--- src/rtl/alu_share_arbiter_if.sv ---
// rtl/alu_share_arbiter_if.sv - two-port request/response bundle for the shared ALU arbiter
interface alu_share_arbiter_if;
    logic [1:0]  req_valid;
    logic [1:0]  req_ready;
    logic [6:0]  req_op0;
    logic [6:0]  req_op1;
    logic [31:0] req_a0;
    logic [31:0] req_a1;
    logic [31:0] req_b0;
    logic [31:0] req_b1;
    logic [1:0]  rsp_valid;
    logic [1:0]  rsp_ready;
    logic [31:0] rsp_result;
    logic [31:0] rsp_hi;
    logic [31:0] rsp_lo;
    logic [3:0]  rsp_flags;

    modport master (
        output req_valid, req_op0, req_op1, req_a0, req_a1, req_b0, req_b1, rsp_ready,
        input  req_ready, rsp_valid, rsp_result, rsp_hi, rsp_lo, rsp_flags
    );

    modport slave (
        input  req_valid, req_op0, req_op1, req_a0, req_a1, req_b0, req_b1, rsp_ready,
        output req_ready, rsp_valid, rsp_result, rsp_hi, rsp_lo, rsp_flags
    );
endinterface

--- src/rtl/alu_share_arbiter.sv ---
// rtl/alu_share_arbiter.sv - shares one combinational ALU between two requesters
// Optional macro ALU_SHARE_FIXED_PRIO_EN: port 0 always wins a tie instead of round-robin.
module alu_share_arbiter #(
    parameter int ALU_LAT  = 1,
    parameter int MULT_LAT = 4,
    parameter int CNT_W    = 3
) (
    input  logic                clk,
    input  logic                rst_n,
    alu_share_arbiter_if.slave  bus,
    output logic [31:0]         alu_in1,
    output logic [31:0]         alu_in2,
    output logic [6:0]          alu_op,
    input  logic [31:0]         alu_result,
    input  logic [31:0]         alu_hi,
    input  logic [31:0]         alu_lo,
    input  logic                alu_z,
    input  logic                alu_v,
    input  logic                alu_c,
    input  logic                alu_s,
    output logic                busy
);
    localparam logic [1:0] IDLE = 2'd0;
    localparam logic [1:0] EXEC = 2'd1;
    localparam logic [1:0] RESP = 2'd2;

    logic [1:0]       state;
    logic             last_grant;
    logic [CNT_W-1:0] cnt;
    logic [6:0]       op_q;
    logic [31:0]      a_q;
    logic [31:0]      b_q;
    logic [1:0]       rsp_valid_q;
    logic [31:0]      result_q;
    logic [31:0]      hi_q;
    logic [31:0]      lo_q;
    logic [3:0]       flags_q;

    logic             grant;
    logic             any_valid;
    logic [6:0]       sel_op;
    logic [31:0]      sel_a;
    logic [31:0]      sel_b;
    logic             sel_mult;

    always_comb begin
        any_valid = |bus.req_valid;
`ifdef ALU_SHARE_FIXED_PRIO_EN
        grant = ~bus.req_valid[0];
`else
        // On a tie take the port that did not win last time; otherwise the lone requester.
        grant = (&bus.req_valid) ? ~last_grant : bus.req_valid[1];
`endif
        sel_op   = grant ? bus.req_op1 : bus.req_op0;
        sel_a    = grant ? bus.req_a1  : bus.req_a0;
        sel_b    = grant ? bus.req_b1  : bus.req_b0;
        sel_mult = (sel_op == 7'b0000010) || (sel_op == 7'b0000001);
    end

    assign bus.req_ready  = (state == IDLE && any_valid) ? (grant ? 2'b10 : 2'b01) : 2'b00;
    assign bus.rsp_valid  = rsp_valid_q;
    assign bus.rsp_result = result_q;
    assign bus.rsp_hi     = hi_q;
    assign bus.rsp_lo     = lo_q;
    assign bus.rsp_flags  = flags_q;
    assign alu_in1        = a_q;
    assign alu_in2        = b_q;
    assign alu_op         = op_q;
    assign busy           = (state != IDLE);

    always_ff @(posedge clk or negedge rst_n) begin
        if (!rst_n) begin
            state       <= IDLE;
            last_grant  <= 1'b1;
            cnt         <= '0;
            op_q        <= '0;
            a_q         <= '0;
            b_q         <= '0;
            rsp_valid_q <= '0;
            result_q    <= '0;
            hi_q        <= '0;
            lo_q        <= '0;
            flags_q     <= '0;
        end else begin
            case (state)
                IDLE: begin
                    if (any_valid) begin
                        op_q       <= sel_op;
                        a_q        <= sel_a;
                        b_q        <= sel_b;
                        last_grant <= grant;
                        cnt        <= sel_mult ? CNT_W'(MULT_LAT - 1) : CNT_W'(ALU_LAT - 1);
                        state      <= EXEC;
                    end
                end
                EXEC: begin
                    if (cnt == '0) begin
                        result_q    <= alu_result;
                        hi_q        <= alu_hi;
                        lo_q        <= alu_lo;
                        flags_q     <= {alu_z, alu_v, alu_c, alu_s};
                        rsp_valid_q <= last_grant ? 2'b10 : 2'b01;
                        state       <= RESP;
                    end else begin
                        cnt <= cnt - CNT_W'(1);
                    end
                end
                RESP: begin
                    // Only the granted port's accept counts; the ALU operands stay parked until then.
                    if (bus.rsp_ready[last_grant]) begin
                        rsp_valid_q <= 2'b00;
                        state       <= IDLE;
                    end
                end
                default: state <= IDLE;
            endcase
        end
    end
endmodule

--- src/flat_wrapper.sv ---
// flat-port wrapper written by rule: the top's interface ports become plain ports
module alu_share_arbiter_flat 
#(
    parameter int ALU_LAT  = 1,
    parameter int MULT_LAT = 4,
    parameter int CNT_W    = 3
)
  (clk, rst_n, alu_in1, alu_in2, alu_op, alu_result, alu_hi, alu_lo, alu_z, alu_v, alu_c, alu_s, busy, bus_req_valid, bus_req_op0, bus_req_op1, bus_req_a0, bus_req_a1, bus_req_b0, bus_req_b1, bus_rsp_ready, bus_req_ready, bus_rsp_valid, bus_rsp_result, bus_rsp_hi, bus_rsp_lo, bus_rsp_flags);
  alu_share_arbiter_if bus_i ();
  input  logic clk;
  input  logic rst_n;
  output logic [31:0] alu_in1;
  output logic [31:0] alu_in2;
  output logic [6:0] alu_op;
  input  logic [31:0] alu_result;
  input  logic [31:0] alu_hi;
  input  logic [31:0] alu_lo;
  input  logic alu_z;
  input  logic alu_v;
  input  logic alu_c;
  input  logic alu_s;
  output logic busy;
  input wire logic [$bits(bus_i.req_valid)-1:0] bus_req_valid;
  input wire logic [$bits(bus_i.req_op0)-1:0] bus_req_op0;
  input wire logic [$bits(bus_i.req_op1)-1:0] bus_req_op1;
  input wire logic [$bits(bus_i.req_a0)-1:0] bus_req_a0;
  input wire logic [$bits(bus_i.req_a1)-1:0] bus_req_a1;
  input wire logic [$bits(bus_i.req_b0)-1:0] bus_req_b0;
  input wire logic [$bits(bus_i.req_b1)-1:0] bus_req_b1;
  input wire logic [$bits(bus_i.rsp_ready)-1:0] bus_rsp_ready;
  output wire logic [$bits(bus_i.req_ready)-1:0] bus_req_ready;
  output wire logic [$bits(bus_i.rsp_valid)-1:0] bus_rsp_valid;
  output wire logic [$bits(bus_i.rsp_result)-1:0] bus_rsp_result;
  output wire logic [$bits(bus_i.rsp_hi)-1:0] bus_rsp_hi;
  output wire logic [$bits(bus_i.rsp_lo)-1:0] bus_rsp_lo;
  output wire logic [$bits(bus_i.rsp_flags)-1:0] bus_rsp_flags;
  assign bus_i.req_valid = bus_req_valid;
  assign bus_i.req_op0 = bus_req_op0;
  assign bus_i.req_op1 = bus_req_op1;
  assign bus_i.req_a0 = bus_req_a0;
  assign bus_i.req_a1 = bus_req_a1;
  assign bus_i.req_b0 = bus_req_b0;
  assign bus_i.req_b1 = bus_req_b1;
  assign bus_i.rsp_ready = bus_rsp_ready;
  assign bus_req_ready = bus_i.req_ready;
  assign bus_rsp_valid = bus_i.rsp_valid;
  assign bus_rsp_result = bus_i.rsp_result;
  assign bus_rsp_hi = bus_i.rsp_hi;
  assign bus_rsp_lo = bus_i.rsp_lo;
  assign bus_rsp_flags = bus_i.rsp_flags;
  alu_share_arbiter #(.ALU_LAT(ALU_LAT), .MULT_LAT(MULT_LAT), .CNT_W(CNT_W)) u_core (.clk(clk), .rst_n(rst_n), .bus(bus_i), .alu_in1(alu_in1), .alu_in2(alu_in2), .alu_op(alu_op), .alu_result(alu_result), .alu_hi(alu_hi), .alu_lo(alu_lo), .alu_z(alu_z), .alu_v(alu_v), .alu_c(alu_c), .alu_s(alu_s), .busy(busy));
endmodule
--- config.mk ---
export PLATFORM = sky130hd
export DESIGN_NAME = alu_share_arbiter_flat
export DESIGN_NICKNAME = d
export VERILOG_FILES = /design/src/rtl/alu_share_arbiter_if.sv /design/src/rtl/alu_share_arbiter.sv /design/src/flat_wrapper.sv
export SDC_FILE = /design/constraint.sdc
export NUM_CORES = 1
export LEC_CHECK = 0
export BUFFER_PORTS_ARGS = -buffer_cell sky130_fd_sc_hd__buf_2
export CORE_AREA = 2 2 164 166
export CTS_CLUSTER_SIZE = 25
export DETAILED_ROUTE_END_ITERATION = 10
export DIE_AREA = 0 0 166 168
export GPL_TIMING_DRIVEN = 0
export HOLD_SLACK_MARGIN = 0.06
export PLACE_DENSITY = 0.61
export SYNTH_ARGS = -nofsm -noshare
export SYNTH_HDL_FRONTEND = slang
export SYNTH_SLANG_ARGS = --single-unit
--- constraint.sdc ---
create_clock -name clk -period 2.1 [get_ports clk]
set_input_delay 0.525 -clock clk [delete_from_list [all_inputs] [get_ports clk]]
set_output_delay 0.525 -clock clk [all_outputs]
set_load 0.1 [all_outputs]
==> results.json <==
{
  "avgSynthCellArea_um2": 13.0,
  "grt_max_degree": 112,
  "ios": 424,
  "slew_headroom": 0.600,
  "timing.rr.end": "u_core.bus.rsp_lo[1]",
  "synth_ff_type": "dfrtp_1",
  "fp.dieH_um": 168,
  "first_pass_iters": 4,
  "met1_usage": 0.193,
  "numCtsBuffers": 17,
  "grt-busiest-layer": "met2",
  "min_to": "u_core.bus.rsp_lo[28]",
  "grt_setup_unrepaired": "true",
  "antenna_found_initial": 0,
  "drive_gt1_frac": 0.546,
  "grt_pass1_wl_um": 35400,
  "end_kind": "primary output",
  "layout_setup_ws_ns": -0.121,
  "cts_buffer_depth": 2,
  "hold_path.class": "input port to flop",
  "gr-usage-met2": 0.295,
  "finalWorstPathRequiredPeriod_ns": 2.22,
  "cp_max_fo": 4,
  "synthesis.area_mm2": 0.00750,
  "portBuffers": 423,
  "postRouteAntennaNets": 0,
  "maxCapViolCount": 0,
  "num_rows": 60,
  "syn_to_final_growth_pct": 44.5,
  "finalSetupViolations": 2,
  "r2r_start": "u_core.state[1]",
  "routed-via-count": 6059,
  "status": "finished, violations left",
  "dieArea_mm2": 0.0279,
  "wire_per_inst_um": 16.6,
  "grt_overflow": 0,
  "clk_pin_slew_ns": 0.08,
  "crit_arrival_ns": 1.70,
  "syn_inst": 576,
  "fin_skew_ns": 0.0175,
  "synthArstFlopShare": 1.00,
  "synth_edf_count": 0,
  "postSynthNetCount": 826,
  "tightest_slew_ns": 0.600,
  "n_fill_cell": 2603,
  "h-tree-depth": 4,
  "gp_congestion": 0.759,
  "ys_warn_count": 0,
  "final_cells": 1380,
  "place_ws_ns": -0.264,
  "floorplan.die.width_um": 166,
  "cts_sinks": 179,
  "start_util": 0.285,
  "dpl.cell_count": 1341,
  "violations": "negative setup slack",
  "drt_iter0_drc": 305,
  "maxSlewViolCount": 0,
  "clockRootBuffer": "clkbuf_16",
  "clock.fmax_mhz": 450,
  "drt_wl_total_um": 22900,
  "track_usage": 0.165,
  "core_mm2": 0.0264,
  "path_class": "flop to primary output",
  "crit_start": "u_core.state[1]",
  "use_met3": 0.0414,
  "hpwl_um": 17800,
  "hold_viol": 0,
  "fin_crit_sh": 1.06,
  "min_delay_path_depth": 2,
  "drc": 0,
  "insertion_delay_ns": 0.43,
  "nets": 1276,
  "worstSetupStartpointType": "flop",
  "hp-start": "alu_lo[28]",
  "r2r_cells": 8,
  "synth_seq_cells": 179,
  "cp.required_ns": 1.57,
  "diodes": 0,
  "cts_tree": "done",
  "ff2ff_setup_slack_ns": 0.12,
  "ys_seq_area_frac": 0.597,
  "grt_pass1_vias": 6150,
  "avgViaCountPerCell": 4.39,
  "synth_cell_types": 32
}
what timing repair did:
action                                 CTS  global route
buffers inserted                         3             6
pin swaps                                0             3
endpoints found under the hold margin   20             0
resized for setup                       14            15
setup endpoints to repair                2            85
hold buffers                             1             0
placed cells by master, fill, tap and decap left out, drive strengths merged:
cell type,n
a21boi,1
a21o,1
a21oi,2
a22oi,1
and2,2
buf,459
clkbuf,24
clkinv,8
clkinvlp,1
dfrtp,178
dfstp,1
dlygate4sd3,1
ha,2
inv,8
mux2,100
mux2i,74
nand2,79
nand2b,1
nand3,1
nor2,8
nor2b,3
nor4,1
nor4b,1
o21a,1
o21ai,74
o22ai,1
or2,2
or4,2
xnor2,2
how the worst max path moves through the flow:
stage,cells past startpoint,to
after floorplan,5,bus_req_ready[0]
after global placement,1,u_core.bus.rsp_hi[20]
after detailed placement,6,bus_req_ready[0]
after CTS,5,bus_req_ready[0]
after global routing,4,bus_req_ready[0]
final,4,bus_req_ready[0]
registers in the layout, indices dropped and copies added, names as in the netlist, 2 cells and up:
name	count
u_core.bus.rsp_result	32
u_core.alu_op	7
u_core.bus.rsp_valid	2
u_core.bus.rsp_hi	32
u_core.cnt	3
u_core.bus.rsp_flags	4
u_core.alu_in1	32
u_core.state	2
u_core.bus.rsp_lo	32
u_core.alu_in2	32
metal layers:
metal  up-vias  share of wire
met5         -              0
met4         0          0.015
met3        23          0.071
met2       281           0.52
met1      2850           0.40
li1       2905              -
through the flow:
step	cell area [um2]	hold WS [ns]	utilization	setup TNS (ns)
2_1_floorplan	7520	0.229	-	-0.174
3_3_place_gp	10100	0.459	0.382	-433.80
3_5_place_dp	10100	0.466	0.383	-0.425
4_1_cts	10800	0.280	0.408	-0.356
5_1_grt	10800	0.292	0.411	-0.321
6_report	10800	0.307	0.411	-0.166
critical path, stage by stage, from the launching register on:
cell and delay, ns:
dfrtp_1 0.40, or2_4 0.28, or2_4 0.29, nor2_4 0.13, buf_12 0.18
synth_stat cells, types with 2 or more instances:
cell / count / area share
a21oi_1: 2 / 0.0013
o21ai_0: 13 / 0.0087
o21ai_1: 61 / 0.041
nand2_1: 79 / 0.040
and2_1: 2 / 0.0017
clkbuf_2: 6 / 0.0040
xnor2_1: 2 / 0.0023
mux2_1: 39 / 0.059
buf_2: 6 / 0.0040
buf_4: 15 / 0.015
nor2_1: 8 / 0.0040
mux2_2: 61 / 0.092
or4_1: 2 / 0.0020
mux2i_1: 74 / 0.099
inv_1: 2 / 0.0010
buf_6: 8 / 0.012
dfrtp_1: 178 / 0.59
ha_1: 2 / 0.0033
nor2b_1: 3 / 0.0025
area by class of cell:
cell class / count / area, um2 / area share
Clock inverter: 15 / 169 / 0.0156
Tap cell: 341 / 427 / 0.0394
Inverter: 2 / 7.51 / 0.000693
Timing Repair Buffer: 434 / 2260 / 0.209
Buffer: 33 / 307 / 0.0283
Sequential cell: 179 / 4480 / 0.413
Clock buffer: 17 / 425 / 0.0392
Multi-Input combinational cell: 359 / 2760 / 0.255
cells by family (layout without fill, tap and decap cells):
kind of cell / count (synthesis) / in the layout / synth area share
AO/OA/AOI/OAI: 81 / 81 / 0.0560
XOR/XNOR: 2 / 2 / 0.00234
adder cells (fa/ha/maj): 2 / 2 / 0.00334
buffers and inverters: 38 / 501 / 0.0370
flip-flops: 179 / 179 / 0.597
multiplexers: 174 / 174 / 0.249
AND/OR/NAND/NOR: 100 / 100 / 0.0552
Power is not shown: default switching activity piles up to over one toggle a cycle in this logic, so the estimate is an artifact.
